**config.mk**
```make
export PLATFORM = sky130hd
export DESIGN_NAME = cpu_sequencer
export DESIGN_NICKNAME = d
export VERILOG_FILES = /design/src/rtl/cpu_seq_pkg.sv /design/src/rtl/cpu_seq_opdecode.sv /design/src/rtl/cpu_sequencer.sv
export SDC_FILE = /design/constraint.sdc
export NUM_CORES = 1
export LEC_CHECK = 0
export ABC_AREA = 1
export CAP_MARGIN = 30
export CORE_MARGIN = 3
export CORE_UTILIZATION = 45
export CTS_CLUSTER_DIAMETER = 200
export DETAILED_ROUTE_END_ITERATION = 10
export GPL_ROUTABILITY_DRIVEN = 0
export GPL_TIMING_DRIVEN = 0
export PLACE_DENSITY = 0.83
export SLEW_MARGIN = 10
export SYNTH_ARGS = -nofsm -noshare
export SYNTH_HDL_FRONTEND = slang
export SYNTH_SLANG_ARGS = --single-unit
```
**constraint.sdc**
```tcl
create_clock -name clk -period 1.5 [get_ports clk]
set_input_delay 0.375 -clock clk [delete_from_list [all_inputs] [get_ports clk]]
set_output_delay 0.375 -clock clk [all_outputs]
set_load 0.02 [all_outputs]
```
**src/rtl/cpu_seq_pkg.sv**
```systemverilog
// cpu_seq_pkg
// Shared types and constants for the 16-bit CPU fetch/decode/execute sequencer:
// state encodings (also visible on state_o), opcode values, opcode classes and
// instruction field positions.
package cpu_seq_pkg;

   typedef enum logic [2:0] {
      ST_FETCH     = 3'd0,
      ST_DECODE    = 3'd1,
      ST_EXECUTE   = 3'd2,
      ST_MEM       = 3'd3,
      ST_WRITEBACK = 3'd4,
      ST_HALT      = 3'd5,
      ST_FAULT     = 3'd6
   } state_e;

   typedef enum logic [2:0] {
      CLS_NOP    = 3'd0,
      CLS_ALU    = 3'd1,
      CLS_LOAD   = 3'd2,
      CLS_STORE  = 3'd3,
      CLS_JUMP   = 3'd4,
      CLS_BRANCH = 3'd5,
      CLS_HALT   = 3'd6
   } op_class_e;

   localparam logic [3:0] OP_NOP    = 4'h0;
   localparam logic [3:0] OP_ALU_LO = 4'h1;
   localparam logic [3:0] OP_ALU_HI = 4'h7;
   localparam logic [3:0] OP_LOAD   = 4'h8;
   localparam logic [3:0] OP_STORE  = 4'h9;
   localparam logic [3:0] OP_JUMP   = 4'hA;
   localparam logic [3:0] OP_BRANCH = 4'hB;
   localparam logic [3:0] OP_HALT   = 4'hF;

   localparam int OPC_MSB  = 15;
   localparam int OPC_LSB  = 12;
   localparam int REG1_MSB = 11;
   localparam int REG1_LSB = 10;
   localparam int REG2_MSB = 9;
   localparam int REG2_LSB = 8;
   localparam int ADDR_MSB = 7;
   localparam int ADDR_LSB = 0;

   function automatic logic is_alu_op(input logic [3:0] opc);
      return (opc >= OP_ALU_LO) && (opc <= OP_ALU_HI);
   endfunction

endpackage

```
**src/rtl/cpu_seq_opdecode.sv**
```systemverilog
// cpu_seq_opdecode
// Purely combinational opcode classifier, shared with the control unit bench.
// Ports:
//   opcode_i   [3:0]  instruction opcode field
//   op_class_o        opcode class (1100-1110 fold into NOP)
module cpu_seq_opdecode
   import cpu_seq_pkg::*;
(
   input  logic [3:0] opcode_i,
   output op_class_e  op_class_o
);

   always_comb begin
      op_class_o = CLS_NOP;
      if (is_alu_op(opcode_i)) begin
         op_class_o = CLS_ALU;
      end else begin
         case (opcode_i)
            OP_LOAD:   op_class_o = CLS_LOAD;
            OP_STORE:  op_class_o = CLS_STORE;
            OP_JUMP:   op_class_o = CLS_JUMP;
            OP_BRANCH: op_class_o = CLS_BRANCH;
            OP_HALT:   op_class_o = CLS_HALT;
            default:   op_class_o = CLS_NOP;
         endcase
      end
   end

endmodule

```
**src/rtl/cpu_sequencer.sv**
```systemverilog
// cpu_sequencer
// Multi-cycle fetch/decode/execute sequencer. Owns PC and IR, arbitrates the
// single RAM port between instruction fetch and LOAD/STORE, and issues
// one-cycle ALU-enable and register-write strobes. All outputs are Moore
// functions of the registered state.
//
// Optional build macro: CPU_SEQ_MEM_TIMEOUT_EN adds a RAM wait watchdog that
// moves to FAULT after MEM_TIMEOUT consecutive wait cycles. Without it, fault
// is tied 0 and FAULT is unreachable.
//
// Ports:
//   clk, rst_n          clock, async active-low reset
//   run                 allow a new fetch to start
//   mem_rdata/ready     RAM read data and completion
//   branch_check        branch condition from control unit
//   mem_req/we/addr     RAM request
//   pc, ir              program counter, instruction register
//   alu_en, reg_write   one-cycle strobes
//   halted, fault       sticky status
//   state_o             current state encoding
//
// State table:
//   state     | meaning
//   FETCH     | idle or reading instruction at pc
//   DECODE    | one settle cycle after IR load
//   EXECUTE   | act on opcode class, ALU strobe
//   MEM       | LOAD/STORE data access at ir[7:0]
//   WRITEBACK | register-file write strobe, pc+1
//   HALT      | stopped until reset
//   FAULT     | RAM timeout, stopped until reset
module cpu_sequencer
   import cpu_seq_pkg::*;
#(
   parameter int unsigned        PC_W        = 8,
   parameter int unsigned        INSTR_W     = 16,
   parameter logic [PC_W-1:0]    RESET_PC    = '0,
   parameter int unsigned        MEM_TIMEOUT = 15
) (
   input  logic               clk,
   input  logic               rst_n,
   input  logic               run,
   input  logic [INSTR_W-1:0] mem_rdata,
   input  logic               mem_ready,
   input  logic               branch_check,
   output logic               mem_req,
   output logic               mem_we,
   output logic [PC_W-1:0]    mem_addr,
   output logic [PC_W-1:0]    pc,
   output logic [INSTR_W-1:0] ir,
   output logic               alu_en,
   output logic               reg_write,
   output logic               halted,
   output logic               fault,
   output logic [2:0]         state_o
);

   state_e             state_q, state_d;
   logic [PC_W-1:0]    pc_q, pc_d;
   logic [INSTR_W-1:0] ir_q, ir_d;
   // Fetch request latch: run is registered so mem_req has no path from run.
   // It is loaded with run on every entry to FETCH so a running program
   // requests in the first FETCH cycle.
   logic               freq_q, freq_d;
   op_class_e          op_class;
   logic [PC_W-1:0]    target;
   logic [PC_W-1:0]    pc_inc;
   logic               req_int;
   logic               mem_timeout;

   cpu_seq_opdecode u_opdecode (
      .opcode_i   (ir_q[OPC_MSB:OPC_LSB]),
      .op_class_o (op_class)
   );

   assign target = PC_W'(ir_q[ADDR_MSB:ADDR_LSB]);
   assign pc_inc = pc_q + PC_W'(1);
   assign req_int = ((state_q == ST_FETCH) && freq_q) || (state_q == ST_MEM);

`ifdef CPU_SEQ_MEM_TIMEOUT_EN
   localparam int unsigned TMO_W = $clog2(MEM_TIMEOUT + 1);

   // Down-counter reloaded whenever the RAM is not stalling us; terminal
   // count on the MEM_TIMEOUT-th consecutive wait cycle.
   logic [TMO_W-1:0] tmo_q, tmo_d;

   always_comb begin
      tmo_d = tmo_q;
      if (!req_int || mem_ready) begin
         tmo_d = TMO_W'(MEM_TIMEOUT);
      end else begin
         tmo_d = tmo_q - TMO_W'(1);
      end
   end

   always_ff @(posedge clk or negedge rst_n) begin
      if (!rst_n) begin
         tmo_q <= TMO_W'(MEM_TIMEOUT);
      end else begin
         tmo_q <= tmo_d;
      end
   end

   assign mem_timeout = req_int && !mem_ready && (tmo_q == TMO_W'(1));
`else
   assign mem_timeout = 1'b0;
`endif

   always_comb begin
      state_d = state_q;
      pc_d    = pc_q;
      ir_d    = ir_q;
      freq_d  = freq_q;
      unique case (state_q)
         ST_FETCH: begin
            if (freq_q) begin
               if (mem_ready) begin
                  ir_d    = mem_rdata;
                  freq_d  = 1'b0;
                  state_d = ST_DECODE;
               end
            end else begin
               freq_d = run;
            end
         end
         ST_DECODE: begin
            state_d = ST_EXECUTE;
         end
         ST_EXECUTE: begin
            unique case (op_class)
               CLS_ALU: begin
                  state_d = ST_WRITEBACK;
               end
               CLS_LOAD, CLS_STORE: begin
                  state_d = ST_MEM;
               end
               CLS_JUMP: begin
                  pc_d    = target;
                  freq_d  = run;
                  state_d = ST_FETCH;
               end
               CLS_BRANCH: begin
                  pc_d    = branch_check ? target : pc_inc;
                  freq_d  = run;
                  state_d = ST_FETCH;
               end
               CLS_HALT: begin
                  state_d = ST_HALT;
               end
               default: begin
                  pc_d    = pc_inc;
                  freq_d  = run;
                  state_d = ST_FETCH;
               end
            endcase
         end
         ST_MEM: begin
            if (mem_ready) begin
               if (op_class == CLS_STORE) begin
                  pc_d    = pc_inc;
                  freq_d  = run;
                  state_d = ST_FETCH;
               end else begin
                  state_d = ST_WRITEBACK;
               end
            end
         end
         ST_WRITEBACK: begin
            pc_d    = pc_inc;
            freq_d  = run;
            state_d = ST_FETCH;
         end
         ST_HALT: begin
            state_d = ST_HALT;
         end
         ST_FAULT: begin
            state_d = ST_FAULT;
         end
         default: begin
            state_d = ST_FETCH;
            freq_d  = 1'b0;
         end
      endcase

      if (mem_timeout) begin
         state_d = ST_FAULT;
         freq_d  = 1'b0;
      end
   end

   always_ff @(posedge clk or negedge rst_n) begin
      if (!rst_n) begin
         state_q <= ST_FETCH;
         pc_q    <= RESET_PC;
         ir_q    <= '0;
         freq_q  <= 1'b0;
      end else begin
         state_q <= state_d;
         pc_q    <= pc_d;
         ir_q    <= ir_d;
         freq_q  <= freq_d;
      end
   end

   always_comb begin
      mem_req   = req_int;
      mem_we    = (state_q == ST_MEM) && (op_class == CLS_STORE);
      mem_addr  = (state_q == ST_MEM) ? target : pc_q;
      alu_en    = (state_q == ST_EXECUTE) && (op_class == CLS_ALU);
      reg_write = (state_q == ST_WRITEBACK);
      halted    = (state_q == ST_HALT);
      fault     = (state_q == ST_FAULT);
   end

   assign pc      = pc_q;
   assign ir      = ir_q;
   assign state_o = state_q;

endmodule

```
==> flow_summary.yaml <==
run_status:
  status: "complete, but fails checks"
  failed_checks: "negative setup slack"
logic_synthesis:
  netlist_instances: 228
  ys_seq_elements: 28
  avgSynthCellArea_um2: 7.551
  yosysWarnings: 0
  netlist_area_mm2: 0.001722
  syn_nets: 250
  synth_cell_type_count: 28
  seq_area_frac_synth_pct: 40.70
sta:
  drv_slew: 0
  worst_slack_ns: -0.3090
  period_needed_ns: 1.809
  slew_headroom_pct: 53.58
  clock.fmax_mhz: 552.8
  hold-worst-slack_ns: 0.5079
  period_share_pct: 120.6
  hold_viol: 0
  finalSetupViolations: 39
  finClkSkew_ns: 0.003908
  tightest_slew_ns: 0.6941
  rsz0062_at_grt: "yes"
setup_path:
  cp-end-kind: "output port"
  cp.required_ns: 1.12
  timing_worst_setup_path_type: "reg -> out"
  cp_cell_sequence: "inv_4, nand3_4, buf_6, o21ai_1, buf_4"
  reg2regPathDepth: 10
  worstPathMaxFanout: 10
  crit_start: "state_o[2]$_DFFE_PN0P_"
  cpPeakStageDelay_ns: 0.45
  worst_setup_path_start_kind: "flip-flop"
  reg2reg_from: "state_o[0]$_DFFE_PN0P_"
  arrival_ns: 1.43
  critPathSlowestCell: "dfrtp_2"
pwr:
  power.leakage_nw: 1.518
  p_per_area_mw_per_mm2: 2379
  max-vdd-ir-drop_mv: 1.373
clocking:
  cts.reportedPaths.clkPinSlew_ns: 0.10
  cts-root-buf: "clkbuf_8"
  ctsHoldBuffers: 0
  cts_buffers: 3
  clk_latency_ns: 0.28
  cts_tree: "built"
  cts_sinks: 28
  cts.path.max_buffers: 2
  htreeDepth: 1
detailed_routing:
  drc: 0
  via_per_inst: 5.539
  routed-via-count: 2066
  antenna_left: 0
  routed_wl_um: 6520
  drt_iter0_markers: 190
  drtPass1Iterations: 5
  wl_per_cell_um: 17.48
floorplanning:
  start_util_pct: 49.27
  coreArea_mm2: 0.003495
  die_area_mm2: 0.004604
  dieWidth_um: 67.86
  row_count: 21
  fp.dieH_um: 67.86
  pin_count: 62
global_routing:
  antenna_found_initial: 0
  grt_max_degree: 17
  overflow: 0
  grt_pass1_wl_um: 8873
  grt_usage_pct: 25.55
  grt_pass1_vias: 1853
placed_design:
  portBuffers: 61
  place_hpwl_um: 3499
final_layout:
  area_growth_pct: 73.11
  post-route-util_pct: 85.28
  layout.nets: 350
  drive_gt1_share_pct: 41.28
  diodes: 0
min_path:
  holdCritPathClass: "in -> async"
run:
  max_cap_viol_count: 0
synthesized netlist by cell type:
| cell | count | area share (%) |
|---|---|---|
| a21oi_1 | 11 | 3.2 |
| a21oi_2 | 1 | 0.51 |
| buf_4 | 1 | 0.44 |
| buf_6 | 2 | 1.3 |
| clkbuf_1 | 2 | 0.44 |
| clkinv_2 | 1 | 0.29 |
| dfrtp_1 | 28 | 41 |
| ha_1 | 1 | 0.73 |
| inv_1 | 16 | 3.5 |
| inv_2 | 5 | 1.1 |
| mux2_2 | 2 | 1.3 |
| mux2_4 | 8 | 7.0 |
| nand2_1 | 74 | 16 |
| nand2_2 | 4 | 1.5 |
| nand2_4 | 1 | 0.65 |
| nand3_1 | 20 | 5.8 |
| nand3_2 | 1 | 0.58 |
| nand3b_1 | 1 | 0.44 |
| nand4_1 | 4 | 1.5 |
| nor2_1 | 23 | 5.0 |
| nor2_4 | 2 | 1.3 |
| nor3_1 | 2 | 0.58 |
| nor3_2 | 1 | 0.58 |
| o211ai_1 | 1 | 0.44 |
| o21ai_0 | 10 | 2.9 |
| o21ai_1 | 2 | 0.58 |
| or2_2 | 3 | 1.1 |
| xnor2_1 | 1 | 0.51 |
cell type report:
cell class / instances / area [um^2]
Sequential cell: 28 / 709.4
Timing Repair Buffer: 95 / 870.8
Fill cell: 192 / 514.2
Clock inverter: 1 / 30.03
Clock buffer: 3 / 41.29
Multi-Input combinational cell: 173 / 1109
Inverter: 22 / 92.59
Tap cell: 46 / 57.56
Buffer: 5 / 70.07
kinds of logic (layout without fill, tap and decap cells):
group / count (synthesis) / count (layout) / share of synthesized area (%)
AND/OR/NAND/NOR: 136 / 136 / 35.10
XOR/XNOR: 1 / 1 / 0.5088
multiplexers: 10 / 10 / 8.285
flip-flops: 28 / 28 / 40.70
buffers and inverters: 27 / 126 / 7.050
adder cells (fa/ha/maj): 1 / 1 / 0.7266
AO/OA/AOI/OAI: 25 / 25 / 7.631
sequential cells by signal, indices dropped and copies added (netlist names):
| register | flops |
|---|---|
| ir | 16 |
| pc | 8 |
| state_o | 3 |
| freq_q | 1 |
worst max-delay path: cells and delay by family, from the launching register on:
kind	cells	cell delay (ns)
AND/OR/NAND/NOR	1	0.10
AO/OA/AOI/OAI	1	0.18
flip-flops	1	0.45
buffers and inverters	3	0.42
path summary, 6_finish.rpt:
kind	to	slack [ns]
setup / recovery	mem_addr[7]	-0.31
hold / removal	pc[1]$_DFFE_PN0P_	0.51
setup reg to reg	freq_q$_DFFE_PN0P_	-0.13
hold reg to reg	ir[9]$_DFFE_PN0P_	0.52
max in group asynchronous	state_o[2]$_DFFE_PN0P_	0.44
min in group clk	ir[9]$_DFFE_PN0P_	0.52
per-layer routing:
| layer | wire, um | track usage, % | part of all wire (%) | vias up |
|---|---|---|---|---|
| met5 | 0 | 0 | 0 | - |
| met1 | 2529 | 31.50 | 39 | 970 |
| met3 | 425 | 3.941 | 6.5 | 31 |
| li1 | - | - | - | 935 |
| met2 | 3391 | 46.90 | 52 | 130 |
| met4 | 174 | 5.459 | 2.7 | 0 |
placed cells by master, fill, tap and decap left out, drive strengths merged:
cell           netlist  routed
nand3               21      21
nand4                4       4
buf                  3      52
or2                  3       3
mux2                10      10
xnor2                1       1
nor3                 3       3
inv                 21      22
ha                   1       1
nand3b               1       1
clkbuf               2      10
nand2               79      79
dlygate4sd2          0      19
a21oi               12      12
nor2                25      25
clkdlybuf4s50        0      20
bufinv               0       1
o21ai               12      12
dfrtp               28      28
clkdlybuf4s15        0       2
o211ai               1       1
where the power goes:
part,switching (W),total [W],internal (W),leakage (nW)
clock network,0.000244,0.000601,0.000357,0.0357
registers,0.000473,0.00160,0.00113,0.330
logic,0.00273,0.00489,0.00216,1.15
what timing repair did:
item                                    CTS  global route
buffers inserted                         17            15
pin swaps                                 8            14
gates resized for setup                 147            42
cloned                                    2             1
endpoints found under the setup margin   61            51
metrics by stage:
stage	area, um^2	cells	setup slack, ns	setup TNS, ns	total power (W)
after floorplan	1768	228	-0.03913	-0.07826	0.003761
after global placement	2436	335	-0.5590	-22.21	0.005145
after detailed placement	2451	336	-0.5780	-12.04	0.005212
after CTS	2776	359	-0.2623	-3.917	0.006231
after global routing	2980	373	-0.3712	-7.391	0.007438
final	2980	373	-0.3090	-5.364	0.007090
Power figures use the tool's default switching activity.
